--- config.mk ---
export PLATFORM = sky130hd
export DESIGN_NAME = frame_capture_ctrl_flat
export DESIGN_NICKNAME = d
export VERILOG_FILES = /design/src/rtl/frame_capture_if.sv /design/src/rtl/frame_capture_ctrl.sv /design/src/flat_wrapper.sv
export SDC_FILE = /design/constraint.sdc
export NUM_CORES = 1
export LEC_CHECK = 0
export ABC_AREA = 1
export CAP_MARGIN = 0
export CORE_UTILIZATION = 35
export CTS_BUF_LIST = sky130_fd_sc_hd__clkbuf_2
export DETAILED_ROUTE_END_ITERATION = 7
export DONT_BUFFER_PORTS = 1
export PLACE_DENSITY = 0.56
export SLEW_MARGIN = 20
export SYNTH_ARGS = -nofsm -noshare
export SYNTH_HDL_FRONTEND = slang
export SYNTH_SLANG_ARGS = --single-unit
--- constraint.sdc ---
create_clock -name slow_clk -period 4.45 [get_ports slow_clk]
set_clock_uncertainty 0.2 [all_clocks]
set_input_delay 1.335 -clock slow_clk [delete_from_list [all_inputs] [get_ports slow_clk]]
set_output_delay 1.335 -clock slow_clk [all_outputs]
set_load 0.02 [all_outputs]
--- src/rtl/frame_capture_if.sv ---
// Pixel stream and classifier handshake between the capture sequencer and the
// hand-mask/classifier datapath.
interface frame_capture_if #(
    parameter int LENGTH     = 16,
    parameter int WIDTH      = 16,
    parameter int PIXEL_BITS = 24
);
    localparam int ROW_W = $clog2(LENGTH);
    localparam int COL_W = $clog2(WIDTH);

    logic                  pix_valid;
    logic [PIXEL_BITS-1:0] pix_hsv;
    logic [ROW_W-1:0]      pix_row;
    logic [COL_W-1:0]      pix_col;
    logic                  cls_start;
    logic                  cls_done;
    logic [1:0]            cls_result;

    modport master (
        output pix_valid, pix_hsv, pix_row, pix_col, cls_start,
        input  cls_done, cls_result
    );

    modport slave (
        input  pix_valid, pix_hsv, pix_row, pix_col, cls_start,
        output cls_done, cls_result
    );
endinterface

--- src/rtl/frame_capture_ctrl.sv ---
// Serial-to-pixel frame sequencer: assembles LSB-first HSV words from the Pi link,
// strobes them with row/column indices, runs the classifier and holds its result.
module frame_capture_ctrl #(
    parameter int LENGTH     = 16,
    parameter int WIDTH      = 16,
    parameter int PIXEL_BITS = 24,
    parameter int TIMEOUT    = 4096
) (
    input  logic                   slow_clk,
    input  logic                   dbnc_rst,
    input  logic                   dbnc_pi_clk,
    input  logic                   dbnc_bit,
    frame_capture_if.master        bus,
    output logic [1:0]             result,
    output logic                   result_valid,
    output logic                   busy,
    output logic                   frame_err,
    output logic [2:0]             breadboard,
    output logic [5:0]             led
);

    localparam int ROW_W = $clog2(LENGTH);
    localparam int COL_W = $clog2(WIDTH);
    localparam int CNT_W = $clog2(PIXEL_BITS);
    localparam int WD_W  = $clog2(TIMEOUT);

    localparam logic [CNT_W-1:0] LAST_BIT = CNT_W'(PIXEL_BITS - 1);
    localparam logic [ROW_W-1:0] LAST_ROW = ROW_W'(LENGTH - 1);
    localparam logic [COL_W-1:0] LAST_COL = COL_W'(WIDTH - 1);
    localparam logic [WD_W-1:0]  WD_LAST  = WD_W'(TIMEOUT - 1);

    typedef enum logic [1:0] {
        IDLE     = 2'd0,
        RECV     = 2'd1,
        WAIT_CLS = 2'd2
    } state_t;

    state_t                state_reg, state_next;
    logic                  pi_prev_reg;
    logic [CNT_W-1:0]      bit_cnt_reg, bit_cnt_next;
    logic [ROW_W-1:0]      row_reg, row_next;
    logic [COL_W-1:0]      col_reg, col_next;
    logic [WD_W-1:0]       wdog_reg, wdog_next;
    logic [PIXEL_BITS-1:0] shift_reg, shift_next;
    logic                  pix_valid_reg, pix_valid_next;
    logic [PIXEL_BITS-1:0] pix_hsv_reg, pix_hsv_next;
    logic [ROW_W-1:0]      pix_row_reg, pix_row_next;
    logic [COL_W-1:0]      pix_col_reg, pix_col_next;
    logic                  cls_start_reg, cls_start_next;
    logic [1:0]            result_reg, result_next;
    logic                  result_valid_reg, result_valid_next;
    logic                  frame_err_reg, frame_err_next;
    logic [2:0]            bb_reg, bb_next;
    logic [3:0]            led_lo_reg, led_lo_next;

    logic                  pi_edge;
    logic                  word_done;
    logic                  wd_expired;
    logic                  accept_bit;
    logic [PIXEL_BITS-1:0] shift_upd;

    assign pi_edge    = dbnc_pi_clk & ~pi_prev_reg;
    assign word_done  = (bit_cnt_reg == LAST_BIT);
    assign wd_expired = (wdog_reg == WD_LAST);

    // Word as it stands once the bit arriving in this edge cycle is included.
    generate
        for (genvar gi = 0; gi < PIXEL_BITS; gi++) begin : g_shift
            assign shift_upd[gi] = (bit_cnt_reg == CNT_W'(gi)) ? dbnc_bit : shift_reg[gi];
        end
    endgenerate

    always_comb begin
        state_next        = state_reg;
        bit_cnt_next      = bit_cnt_reg;
        row_next          = row_reg;
        col_next          = col_reg;
        wdog_next         = wdog_reg;
        shift_next        = shift_reg;
        pix_valid_next    = 1'b0;
        pix_hsv_next      = pix_hsv_reg;
        pix_row_next      = pix_row_reg;
        pix_col_next      = pix_col_reg;
        cls_start_next    = 1'b0;
        result_next       = result_reg;
        result_valid_next = result_valid_reg;
        frame_err_next    = frame_err_reg;
        bb_next           = bb_reg;
        led_lo_next       = led_lo_reg;
        accept_bit        = 1'b0;

        case (state_reg)
            IDLE: begin
                wdog_next = '0;
                if (pi_edge) begin
                    state_next = RECV;
                    accept_bit = 1'b1;
                end
            end

            RECV: begin
                // A stalled link drops the whole frame so the next one starts aligned.
                if (wd_expired) begin
                    state_next     = IDLE;
                    bit_cnt_next   = '0;
                    row_next       = '0;
                    col_next       = '0;
                    wdog_next      = '0;
                    frame_err_next = 1'b1;
                end else if (pi_edge) begin
                    wdog_next  = '0;
                    accept_bit = 1'b1;
                end else begin
                    wdog_next = wdog_reg + 1'b1;
                end
            end

            WAIT_CLS: begin
                if (pi_edge) begin
                    frame_err_next = 1'b1;
                end
                if (wd_expired) begin
                    state_next        = IDLE;
                    wdog_next         = '0;
                    frame_err_next    = 1'b1;
                    result_valid_next = 1'b0;
                    bb_next           = 3'b000;
                end else if (bus.cls_done && !cls_start_reg) begin
                    state_next        = IDLE;
                    wdog_next         = '0;
                    result_next       = bus.cls_result;
                    result_valid_next = 1'b1;
                    case (bus.cls_result)
                        2'b00: begin led_lo_next = 4'b0001; bb_next = 3'b110; end
                        2'b01: begin led_lo_next = 4'b0010; bb_next = 3'b101; end
                        2'b10: begin led_lo_next = 4'b0100; bb_next = 3'b011; end
                        default: begin led_lo_next = 4'b1000; bb_next = 3'b000; end
                    endcase
                end else begin
                    wdog_next = wdog_reg + 1'b1;
                end
            end

            default: state_next = IDLE;
        endcase

        if (accept_bit) begin
            shift_next = shift_upd;
            if (word_done) begin
                bit_cnt_next   = '0;
                pix_valid_next = 1'b1;
                pix_hsv_next   = shift_upd;
                pix_row_next   = row_reg;
                pix_col_next   = col_reg;
                if (col_reg == LAST_COL) begin
                    col_next = '0;
                    if (row_reg == LAST_ROW) begin
                        row_next       = '0;
                        state_next     = WAIT_CLS;
                        cls_start_next = 1'b1;
                        wdog_next      = '0;
                    end else begin
                        row_next = row_reg + 1'b1;
                    end
                end else begin
                    col_next = col_reg + 1'b1;
                end
            end else begin
                bit_cnt_next = bit_cnt_reg + 1'b1;
            end
        end
    end

    always_ff @(posedge slow_clk or posedge dbnc_rst) begin
        if (dbnc_rst) begin
            state_reg        <= IDLE;
            pi_prev_reg      <= 1'b1;
            bit_cnt_reg      <= '0;
            row_reg          <= '0;
            col_reg          <= '0;
            wdog_reg         <= '0;
            shift_reg        <= '0;
            pix_valid_reg    <= 1'b0;
            pix_hsv_reg      <= '0;
            pix_row_reg      <= '0;
            pix_col_reg      <= '0;
            cls_start_reg    <= 1'b0;
            result_reg       <= 2'b00;
            result_valid_reg <= 1'b0;
            frame_err_reg    <= 1'b0;
            bb_reg           <= 3'b111;
            led_lo_reg       <= 4'b0000;
        end else begin
            state_reg        <= state_next;
            pi_prev_reg      <= dbnc_pi_clk;
            bit_cnt_reg      <= bit_cnt_next;
            row_reg          <= row_next;
            col_reg          <= col_next;
            wdog_reg         <= wdog_next;
            shift_reg        <= shift_next;
            pix_valid_reg    <= pix_valid_next;
            pix_hsv_reg      <= pix_hsv_next;
            pix_row_reg      <= pix_row_next;
            pix_col_reg      <= pix_col_next;
            cls_start_reg    <= cls_start_next;
            result_reg       <= result_next;
            result_valid_reg <= result_valid_next;
            frame_err_reg    <= frame_err_next;
            bb_reg           <= bb_next;
            led_lo_reg       <= led_lo_next;
        end
    end

    assign bus.pix_valid = pix_valid_reg;
    assign bus.pix_hsv   = pix_hsv_reg;
    assign bus.pix_row   = pix_row_reg;
    assign bus.pix_col   = pix_col_reg;
    assign bus.cls_start = cls_start_reg;

    assign busy         = (state_reg != IDLE);
    assign result       = result_reg;
    assign result_valid = result_valid_reg;
    assign frame_err    = frame_err_reg;
    assign breadboard   = bb_reg;
    assign led          = {frame_err_reg, busy, led_lo_reg};

endmodule

--- src/flat_wrapper.sv ---
// flat-port wrapper written by rule: the top's interface ports become plain ports
module frame_capture_ctrl_flat 
#(
    parameter int LENGTH     = 16,
    parameter int WIDTH      = 16,
    parameter int PIXEL_BITS = 24,
    parameter int TIMEOUT    = 4096
)
  (slow_clk, dbnc_rst, dbnc_pi_clk, dbnc_bit, result, result_valid, busy, frame_err, breadboard, led, bus_pix_valid, bus_pix_hsv, bus_pix_row, bus_pix_col, bus_cls_start, bus_cls_done, bus_cls_result);
  frame_capture_if #(.LENGTH(LENGTH), .WIDTH(WIDTH), .PIXEL_BITS(PIXEL_BITS)) bus_i ();
  input  logic slow_clk;
  input  logic dbnc_rst;
  input  logic dbnc_pi_clk;
  input  logic dbnc_bit;
  output logic [1:0] result;
  output logic result_valid;
  output logic busy;
  output logic frame_err;
  output logic [2:0] breadboard;
  output logic [5:0] led;
  output wire logic [$bits(bus_i.pix_valid)-1:0] bus_pix_valid;
  output wire logic [$bits(bus_i.pix_hsv)-1:0] bus_pix_hsv;
  output wire logic [$bits(bus_i.pix_row)-1:0] bus_pix_row;
  output wire logic [$bits(bus_i.pix_col)-1:0] bus_pix_col;
  output wire logic [$bits(bus_i.cls_start)-1:0] bus_cls_start;
  input wire logic [$bits(bus_i.cls_done)-1:0] bus_cls_done;
  input wire logic [$bits(bus_i.cls_result)-1:0] bus_cls_result;
  assign bus_pix_valid = bus_i.pix_valid;
  assign bus_pix_hsv = bus_i.pix_hsv;
  assign bus_pix_row = bus_i.pix_row;
  assign bus_pix_col = bus_i.pix_col;
  assign bus_cls_start = bus_i.cls_start;
  assign bus_i.cls_done = bus_cls_done;
  assign bus_i.cls_result = bus_cls_result;
  frame_capture_ctrl #(.LENGTH(LENGTH), .WIDTH(WIDTH), .PIXEL_BITS(PIXEL_BITS), .TIMEOUT(TIMEOUT)) u_core (.slow_clk(slow_clk), .dbnc_rst(dbnc_rst), .dbnc_pi_clk(dbnc_pi_clk), .dbnc_bit(dbnc_bit), .bus(bus_i), .result(result), .result_valid(result_valid), .busy(busy), .frame_err(frame_err), .breadboard(breadboard), .led(led));
endmodule
* After elaboration in Yosys (flattened, before gate mapping) *
Cells that the tools add are included.
Widths: inputs -> output; s select.

storage, ports and cells
  bits of input ports = 7
  register bits = 97
  word-level logic and storage cells = 147

cells by class
  bitwise gates (word level) = 3
  equal/unequal tests = 32
  reductions and logical operators = 15
  $add $sub $neg = 4
  multiplexer cells = 76

operators by type and width
  operator               number
  $mux 12                8
  $mux 4                 11
  $eq 5x4->1 const B     8
  $eq 5x5->1 const B     8
  $mux 1                 37
  $pmux 12 s3            1
  $eq 5x3->1 const B     4
  $mux 5                 4
  $mux 2                 8
  $add 12x1->12 const B  1
  $eq 12x12->1 const B   1
  $pmux 4 s3             1
  $eq 5x2->1 const B     2
  $reduce_bool 2->1      5
  $pmux 3 s3             1
  $add 4x1->4 const B    2
  $eq 4x4->1 const B     2
  $mux 3                 2
  $pmux 2 s3             1
  $reduce_and 2->1       3
  $reduce_and 3->1       2
  $add 5x1->5 const B    1
  $eq 5x1->1 const B     1
  $logic_not 5->1        1
  10 further kinds       15

* Depth between registers and ports, before layout *
Gate-level depths: netlist (run 1).

  depth after elaboration = 9
  depth in mapped cells = 11
  mapped depth without buffers = 11

* Worst setup path after synthesis (run 1) *
Ideal clock, no wire load.

  kind = input to register
  start point = input port dbnc_pi_clk
  end point = register u_core.pix_hsv_reg[4] (netlist: u_core.bus.pix_hsv[4])
  data required time = 4123 ps
  arrival time = 2272 ps
  stages on the path = 9
  setup slack = 1852 ps
  path through = inv_1 > nor2_2 > nand2_2 > nand2_4 > nand2_4 > buf_6 > buf_6 > nand2_1 > o21ai_0

between the ends
  longest elaborated chain between the ends = 5

RTL lines
  element                         RTL line                                             source
  start: declaration              flat_wrapper.sv:13                                   input logic dbnc_pi_clk;
  $and 1x1->1 (*)                 frame_capture_ctrl.sv:62                             assign pi_edge = dbnc_pi_clk & ~pi_prev_reg;
  $mux 1 (*)                      frame_capture_ctrl.sv:95, frame_capture_ctrl.sv:110
  $mux 1                          frame_capture_ctrl.sv:103                            if (wd_expired) begin
  $pmux 1 s2 (*)                  frame_capture_ctrl.sv:92                             case (state_reg)
  $reduce_and 2->1 (no line) (*)  --
  end signal: assignment          frame_capture_ctrl.sv:202                            pix_hsv_reg <= pix_hsv_next;
  end: declaration                frame_capture_ctrl.sv:46                             logic [PIXEL_BITS-1:0] pix_hsv_reg, pix_hsv_next;

Every way passes the cells marked *; elsewhere a longest branch is shown, timed or not.
A chain may end at the register's enable or synchronous reset.

* Worst setup path after layout (run 1) *
  start point = register u_core.state_reg[0]
  end point = output port busy

between the ends
  longest elaborated chain between the ends = 1

RTL lines
  element                   RTL line                   source
  start: declaration        frame_capture_ctrl.sv:38   state_t state_reg, state_next;
  start signal: assignment  frame_capture_ctrl.sv:194  state_reg <= state_next;
  $reduce_bool 2->1         frame_capture_ctrl.sv:220  assign busy = (state_reg != IDLE);
  end: declaration          flat_wrapper.sv:17         output logic busy;

No other way between the ends.

==> results of run 1 <==
-- layout by cell type (no fill, tap or decap), types with 2 or more instances in the layout --
cell / count
nand2_1: 180
dfrtp_1: 93
inv_1: 65
nor2_1: 54
nand3_1: 41
a21oi_1: 35
o21ai_0: 30
o21ai_1: 18
ha_1: 18
clkbuf_2: 13
nand4_1: 6
xor2_1: 6
a31oi_1: 6
nor2_2: 4
buf_4: 4
dfstp_2: 4
inv_2: 3
nor2_4: 2
nand3_4: 2
nand2_4: 2
bufinv_16: 2
-- cell families after synthesis --
| logic type | Yosys count |
|---|---|
| fa+ha+maj | 18 |
| flops | 97 |
| xor+xnor | 6 |
| buf+inv | 93 |
| simple gates | 297 |
| compound gates | 93 |
-- synthesized netlist by cell type (5+ instances only) --
library cell    n
buf_6           5
xor2_1          6
inv_1          66
nor2_1         54
a31oi_1         6
nand3_1        41
dfrtp_1        93
nand4_1         6
o21ai_1        18
o21ai_0        30
clkbuf_1       10
ha_1           18
buf_2           5
nand2_1       180
a21oi_1        35
-- worst max-delay path: stages (launching register included) --
cell	delay, ps
dfrtp_1	430
inv_1	90
ha_1	220
inv_1	330
-- per-stage QoR --
stage               total power, mW  instance area [um^2]
floorplan                      1.54                  4880
global placement               1.64                  4990
detailed placement             1.67                  4990
CTS                            2.16                  5120
global route                   2.29                  5120
finish                         2.13                  5120
-- worst max path at each step --
stage / start / endpoint / slack [ps] / depth (start not counted)
floorplan: dbnc_rst / u_core.bit_cnt_reg[0]$_DFFE_PP0P_ / 390 / 1
finish: u_core.state_reg[0]$_DFF_PP0_ / busy / 1260 / 3
CTS: u_core.state_reg[0]$_DFF_PP0_ / busy / 1200 / 3
global route: u_core.state_reg[0]$_DFF_PP0_ / busy / 1150 / 3
global placement: dbnc_pi_clk / u_core.wdog_reg[10]$_DFF_PP0_ / 1190 / 8
detailed placement: dbnc_pi_clk / u_core.wdog_reg[10]$_DFF_PP0_ / 1100 / 8
-- per-layer routing --
layer | track usage, % | part of all wire (%)
met5 | 0 | 0
met1 | 17.6 | 46
met4 | 7.42 | 1.9
met3 | 3.47 | 4.4
met2 | 25.7 | 47
-- report_power, final --
group / leakage (nW) / switching [mW] / internal, mW
Clock: 0.0862 / 0.289 / 0.194
Combinational: 1.18 / 0.387 / 0.169
Sequential: 1.26 / 0.104 / 0.988
-- final cells by class --
type / count / area [um^2] / share of cell area (%)
diodes: 1 / 2.50 / 0.0488
clock buffers: 13 / 65.1 / 1.27
clock inverters: 3 / 65.1 / 1.27
inverters: 69 / 262 / 5.10
multi-input cells: 414 / 2050 / 40.0
flip-flops and latches: 97 / 2430 / 47.5
well taps: 176 / 220 / 4.30
repair buffers: 4 / 30.0 / 0.586
==> flow_summary.yaml, run 1 <==
hold_path:
  whs_path_depth: 2
  min_to: "u_core.shift_reg[18]$_DFFE_PP0P_"
  worstHoldStart: "u_core.shift_reg[18]$_DFFE_PP0P_"
  hp-class: "reg2reg"
timing:
  max_freq_mhz: 313
  layout_min_cycle_time_ps: 3190
  whs_ps: 345
  final_max_slew_viol_count: 0
  worstMarginPinSlew_ps: 783
  final_hold_viol_count: 0
  worst_slack_ps: 1260
  finalCritPeriodShare_pct: 71.7
  rsz0062_at_grt: "false"
  finalSetupViolations: 0
  fin_tns_setup_ps: 0
  slew_headroom_pct: 47.8
placed_design:
  placed_cells: 760
  dp_hpwl_mm: 7.07
  dp_slack_ps: 1100
  port_buffers: 0
  gp_congestion: 0.811
floorplan:
  core-area_mm2: 0.0134
  die_area_mm2: 0.0144
  die_height_um: 120
  die_w_um: 120
  ios: 55
  initial_utilization_pct: 36.4
  rows: 42
final_layout:
  drive_above_1_share_pct: 7.33
  final_nets: 620
  finalNonFillerCells: 777
  postLayoutCoreUtil_pct: 38.2
  n_fill_cell: 1371
  area_growth_pct: 4.92
worst_setup_path:
  crit_path_end_kind: "primary output"
  rr_worst_depth: 10
  critPathLaunchType: "flop"
  cp.required_ps: 2910
  crit_type: "reg2out"
  critical_path.max_fanout: 4
  reg2reg_slack_ps: 1750
  rr_startpoint: "u_core.wdog_reg[0]$_DFF_PP0_"
  r2r_end: "u_core.wdog_reg[9]$_DFF_PP0_"
  worstPathArrival_ps: 1650
drt:
  first_iter_violations: 145
  vias: 3657
  detail_route.wl_per_cell_um: 13.0
  drc: 0
  antenna_left: 0
  viasPerCell: 4.71
  totalWireLength_mm: 10.1
  firstDrtPassIters: 4
clock_tree:
  insertion_delay_ps: 580
  ctsResizeCount: 0
  cts_sinks: 97
  cts_tree: "done"
  cts-root-buf: "clkbuf_2"
  clk_path_buf_depth: 2
  cts_made_buffers: 9
  ctsHoldBuffers: 0
  cts_setup_buffers: 0
  path_clk_slew_ps: 230
  htreeDepth: 3
synthesis:
  synth-seq-cells: 97
  synth_xor_area_share_pct: 1.08
  synth_mux_area_share_pct: 0
  synthSimpleGateAreaFrac_pct: 26.2
  synth_top_flop_cell: "dfrtp_1"
  synth_edf_count: 0
  async_reset_ff_share_pct: 100
  synth_top_area_share_pct: 47.7
  syn_area_mm2: 0.00488
  synth.distinct_cells: 33
  synthAdderAreaFrac_pct: 4.61
  synthTopCellsByArea: "dfrtp_1 48%, nand2_1 14%, inv_1 5.1%, ha_1 4.6%, nand3_1 4.2%"
  yosys_warnings: 0
  ys_seq_area_share_pct: 49.8
  synth_compound_area_share_pct: 10.1
  synth_fp_nets: 629
  yosysTopAreaCell: "dfrtp_1"
  syn_inst: 604
  syn-mean-instance-area_um2: 8.09
  synth_top_family_by_area: "simple AND/OR/NAND/NOR gates"
outcome:
  outcome: "finished clean"
global_routing:
  grt_max_degree: 65
  grt_usage_pct: 15.0
  antenna_found_initial: 1
  overflow: 0
  grt_pass1_wl_mm: 17.2
  grt_pass1_vias: 3642
pwr:
  powerDensity_mw_per_mm2: 416
  leakagePower_nw: 2.52
  ir_drop_uv: 166
flow_run:
  drv_cap: 0
Power figures use the tool's default switching activity.
==> run 2, diff against run 1 <==
==> constraint.sdc (replaced) <==
create_clock -name slow_clk -period 3.3 [get_ports slow_clk]
set_clock_uncertainty 0.2 [all_clocks]
set_input_delay 0.99 -clock slow_clk [delete_from_list [all_inputs] [get_ports slow_clk]]
set_output_delay 0.99 -clock slow_clk [all_outputs]
set_load 0.02 [all_outputs]
==> run 2 against run 1 <==
  * Largest cell class unchanged
  * Final area is 0.59% lower
  * Utilization is 0.22 points lower
  * Critical path type unchanged
  * Routed wire length is 1.5% higher
  * Global-route usage is 0.44 points higher
  * Flip-flop and latch count stayed put
  * Sequential share of layout area is 0.28 points higher
  * First-iteration DRC count is 92% higher
  * Critical path depth stayed put
==> flow_summary.yaml, run 2 (synthesis gave the netlist of run 1 again) <==
worst_setup_path:
  crit_type: "reg2out"
  rr_startpoint: "u_core.wdog_reg[0]$_DFF_PP0_"
  r2r_end: "u_core.bus.pix_hsv[5]$_DFFE_PP0P_"
  critPathLaunchType: "flop"
  reg2reg_slack_ps: 630
  crit_path_end_kind: "primary output"
  worstPathArrival_ps: 1670
  rr_worst_depth: 9
  cp.required_ps: 2110
  critical_path.max_fanout: 4
timing:
  slew_headroom_pct: 49.9
  layout_min_cycle_time_ps: 2860
  max_freq_mhz: 350
  fin_tns_setup_ps: 0
  final_max_slew_viol_count: 0
  worstMarginPinSlew_ps: 750
  finalSetupViolations: 0
  final_hold_viol_count: 0
  rsz0062_at_grt: "false"
  finalCritPeriodShare_pct: 86.6
drt:
  totalWireLength_mm: 10.2
  viasPerCell: 4.72
  firstDrtPassIters: 5
  first_iter_violations: 278
  vias: 3660
  detail_route.wl_per_cell_um: 13.2
  drc: 0
  antenna_left: 0
floorplan:
  die_height_um: 120
  die_w_um: 120
  die_area_mm2: 0.0144
  rows: 42
  ios: 55
  initial_utilization_pct: 36.4
  core-area_mm2: 0.0134
clock_tree:
  cts_tree: "done"
  insertion_delay_ps: 600
  cts_setup_buffers: 0
  htreeDepth: 3
  ctsResizeCount: 0
  cts_made_buffers: 9
  path_clk_slew_ps: 240
  cts-root-buf: "clkbuf_2"
  ctsHoldBuffers: 0
  clk_path_buf_depth: 2
  cts_sinks: 97
global_routing:
  grt_usage_pct: 15.5
  met1_usage_pct: 19.3
  grt_pass1_vias: 3719
  antenna_found_initial: 1
  grt_use_met2_pct: 24.7
  overflow: 0
  busiest_layer: "met2"
  grt_max_degree: 37
  grtUsageMet3_pct: 4.23
  grt_pass1_wl_mm: 17.7
pwr:
  powerDensity_mw_per_mm2: 530
  leakagePower_nw: 2.50
  ir_drop_uv: 132
final_layout:
  area_growth_pct: 4.30
  layout_commonest_cell: "nand2_1"
  n_fill_cell: 1378
  drive_above_1_share_pct: 7.01
  multiInputGateArea_mm2: 0.00205
  seqCellArea_mm2: 0.00243
  postLayoutCoreUtil_pct: 38.0
  final_nets: 620
  final_cell_mix: "180 x nand2_1, 93 x dfrtp_1, 65 x inv_1"
placed_design:
  gp_congestion: 0.740
  dp_hpwl_mm: 7.10
  port_buffers: 0
outcome:
  outcome: "finished clean"
flow_run:
  drv_cap: 0
hold_path:
  hp-class: "in2async"
==> run 2: changes by cell type in the layout (fill, tap and decap cells not counted), moves of 2 or more <==
cell       before  now
buf_12          0    2
buf_4           4    2
clkinv_2        1    4
bufinv_16       2    0
clkbuf_2       13   10
==> run 2: metrics by stage <==
| stage | setup WS, ps | total power [mW] | hold WS, ps | instances | area, um^2 |
|---|---|---|---|---|---|
| 6_report | 442 | 2.70 | 133 | 776 | 5090 |
| 3_5_place_dp | 439 | 2.24 | 295 | 760 | 5020 |
| 2_1_floorplan | 966 | 2.07 | 269 | 604 | 4890 |
| 5_1_grt | 302 | 2.92 | 94.5 | 776 | 5090 |
| 3_3_place_gp | 532 | 2.22 | 288 | 760 | 5020 |
| 4_1_cts | 379 | 2.73 | 101 | 775 | 5090 |
==> run 2: area by class of cell <==
| cell class | count | area share [%] |
|---|---|---|
| inverter | 69 | 5.16 |
| multi-input combinational | 414 | 40.2 |
| clock inverter | 5 | 0.467 |
| tap | 176 | 4.32 |
| clock buffer | 10 | 0.983 |
| timing repair buffer | 4 | 1.08 |
| sequential | 97 | 47.8 |
| antenna | 1 | 0.0491 |
==> run 2: how the worst max path moves through the flow <==
| stage | end | from | cells past startpoint | slack [ps] |
|---|---|---|---|---|
| after CTS | led[4] | u_core.state_reg[1]$_DFF_PP0_ | 3 | 380 |
| after global routing | busy | u_core.state_reg[1]$_DFF_PP0_ | 3 | 300 |
| after detailed placement | u_core.bus.pix_hsv[5]$_DFFE_PP0P_ | dbnc_pi_clk | 8 | 440 |
| after floorplan | u_core.bit_cnt_reg[0]$_DFFE_PP0P_ | dbnc_rst | 1 | 970 |
| after global placement | u_core.bus.pix_hsv[4]$_DFFE_PP0P_ | dbnc_pi_clk | 8 | 530 |
| final | busy | u_core.state_reg[0]$_DFF_PP0_ | 3 | 440 |
==> run 2: where the power goes <==
part	switching [mW]	internal, mW	leakage, nW
Clock	0.392	0.0910	0.0588
Combinational	0.514	0.231	1.18
Sequential	0.139	1.33	1.26
Total	1.05	1.65	2.50
==> run 2: critical path, cell delays in order, from the launching register on <==
cell,delay (ps)
dfrtp_1,440
inv_1,90
ha_1,220
inv_1,320
==> run 2: layer usage <==
metal / part of all wire [%] / vias to the layer above
met5: 0 / -
met4: 1.4 / 0
met3: 6.4 / 11
met2: 46 / 63
met1: 46 / 1689
li1: - / 1897
==> run 3, diff against run 2 <==
--- a/config.mk
+++ b/config.mk
@@ -7,11 +7,11 @@
 export LEC_CHECK = 0
 export ABC_AREA = 1
 export CAP_MARGIN = 0
-export CORE_UTILIZATION = 35
+export CORE_UTILIZATION = 60
 export CTS_BUF_LIST = sky130_fd_sc_hd__clkbuf_2
 export DETAILED_ROUTE_END_ITERATION = 7
 export DONT_BUFFER_PORTS = 1
-export PLACE_DENSITY = 0.56
+export PLACE_DENSITY = 0.83
 export SLEW_MARGIN = 20
 export SYNTH_ARGS = -nofsm -noshare
 export SYNTH_HDL_FRONTEND = slang
==> run 3 against run 2 <==
  * Count of clock-buffer cells in the layout rose by 1
  * Final cell count fell by 9.4%
  * Total power rose by 6.7%
  * Global-route usage rose by 9.1 points
  * First-iteration DRC count fell by 15%
  * Utilization rose by 27 points
  * Fmax rose by 1.9%
  * Sequential share of layout area rose by 0.37 points
  * Critical endpoint unchanged
  * Flip-flop and latch count did not move
  * Routed wire length fell by 6.9%
==> flow_summary.yaml, run 3 (synthesis gave the netlist of run 1 again) <==
global_routing:
  grt_pass1_wl_mm: 16.6
  overflow: 0
  antenna_found_initial: 0
  grt_usage_pct: 24.6
  grt_max_degree: 37
  grt_pass1_vias: 3687
drt:
  drc: 0
  totalWireLength_mm: 9.54
  antenna_left: 0
  first_iter_violations: 235
  firstDrtPassIters: 5
  viasPerCell: 5.42
  detail_route.wl_per_cell_um: 13.6
  vias: 3810
final_layout:
  finalNonFillerCells: 703
  area_growth_pct: 3.51
  drive_above_1_share_pct: 7.49
  final_cell_mix: "180 x nand2_1, 93 x dfrtp_1, 65 x inv_1"
  layout_commonest_cell: "nand2_1"
  diodes: 0
  final_nets: 621
  postLayoutCoreUtil_pct: 64.7
hold_path:
  hp-class: "in2async"
worst_setup_path:
  r2r_end: "u_core.col_reg[1]$_DFF_PP0_"
  reg2reg_slack_ps: 660
  critPathLaunchType: "flop"
  crit_type: "reg2out"
  worstPathArrival_ps: 1610
  cp.required_ps: 2110
  rr_startpoint: "u_core.wdog_reg[1]$_DFF_PP0_"
  critical_path.max_fanout: 4
  rr_worst_depth: 10
  crit_path_end_kind: "primary output"
timing:
  layout_min_cycle_time_ps: 2800
  rsz0062_at_grt: "false"
  final_max_slew_viol_count: 0
  worstMarginPinSlew_ps: 664
  finalSetupViolations: 0
  max_freq_mhz: 357
  worst_slack_ps: 496
  final_hold_viol_count: 0
  fin_tns_setup_ps: 0
  slew_headroom_pct: 55.7
  finalCritPeriodShare_pct: 85.0
  whs_ps: 90.9
floorplan:
  ios: 55
  die_height_um: 92.2
  die_area_mm2: 0.00850
  rows: 32
  core-area_mm2: 0.00781
  die_w_um: 92.2
  initial_utilization_pct: 62.5
pwr:
  ir_drop_uv: 228
  p_switching_mw: 1.06
  seq_power_share_pct: 51.1
  sw_frac_of_total_pct: 36.9
  powerDensity_mw_per_mm2: 570
  intPower_mw: 1.82
  clkPwrFrac_pct: 22.5
  leakagePower_nw: 2.52
  pwr-share-comb_pct: 26.4
placed_design:
  placed_cells: 687
  dp_slack_ps: 533
  dp_hpwl_mm: 6.74
  port_buffers: 0
  gp_congestion: 0.837
clock_tree:
  clk_path_buf_depth: 2
  cts_made_buffers: 9
  cts-root-buf: "clkbuf_2"
  cts_tree: "done"
  cts_sinks: 97
  ctsHoldBuffers: 0
  cts_setup_buffers: 0
  htreeDepth: 3
  insertion_delay_ps: 560
  ctsResizeCount: 0
  path_clk_slew_ps: 270
flow_run:
  drv_cap: 0
outcome:
  outcome: "finished clean"
-- run 3: cell count changes in the layout (fill, tap and decap cells not counted) --
cell,previous run,this run
buf_12,2,1
buf_4,2,4
bufinv_16,0,2
clkbuf_2,10,11
clkinv_1,1,0
clkinv_2,4,1
clkinvlp_4,1,3
diode_2,1,0
-- run 3: metrics by stage --
step,cell area [um^2],power (mW)
after global placement,4920,2.19
after detailed placement,4920,2.25
after floorplan,4890,2.07
after CTS,5050,2.89
after global routing,5050,3.07
final,5050,2.88
-- run 3: layout make-up --
class                           instances  area [um^2]
Multi-Input combinational cell        414         2050
Fill cell                             673         2750
Inverter                               69          263
Sequential cell                        97         2430
Clock inverter                          5         80.1
Timing Repair Buffer                    5         50.0
Tap cell                              102          128
Clock buffer                           11         55.1
-- run 3: worst max-delay path, stage by stage (launching register included) --
cell and delay, ps:
dfrtp_1 440, inv_1 90, ha_1 220, inv_1 310
-- run 3: metal layers --
metal | up-vias | global-route usage [%] | part of all wire [%]
li1 | 1901 | - | -
met1 | 1804 | 32.3 | 45
met2 | 95 | 41.3 | 49
met3 | 10 | 5.89 | 4.7
met4 | 0 | 5.86 | 0.93
met5 | - | 0 | 0
-- run 3: how the worst max path moves through the flow --
| stage | from | cells after the start | end | slack (ps) |
|---|---|---|---|---|
| 3_3_place_gp | dbnc_pi_clk | 8 | u_core.bus.pix_hsv[6]$_DFFE_PP0P_ | 590 |
| 3_5_place_dp | dbnc_pi_clk | 8 | u_core.bus.pix_hsv[5]$_DFFE_PP0P_ | 530 |
| 2_1_floorplan | dbnc_rst | 1 | u_core.bit_cnt_reg[0]$_DFFE_PP0P_ | 970 |
| 4_1_cts | u_core.state_reg[0]$_DFF_PP0_ | 3 | busy | 490 |
| 5_1_grt | u_core.state_reg[1]$_DFF_PP0_ | 3 | busy | 400 |
| 6_report | u_core.state_reg[0]$_DFF_PP0_ | 3 | busy | 500 |
-- run 3: power by group through the flow --
stage               clock network [mW]  logic [mW]  registers, mW
finish                           0.649       0.761           1.47
global route                     0.702       0.870           1.50
global placement                     0       0.710           1.48
detailed placement                   0       0.756           1.49
floorplan                            0       0.632           1.44
CTS                              0.659       0.760           1.47
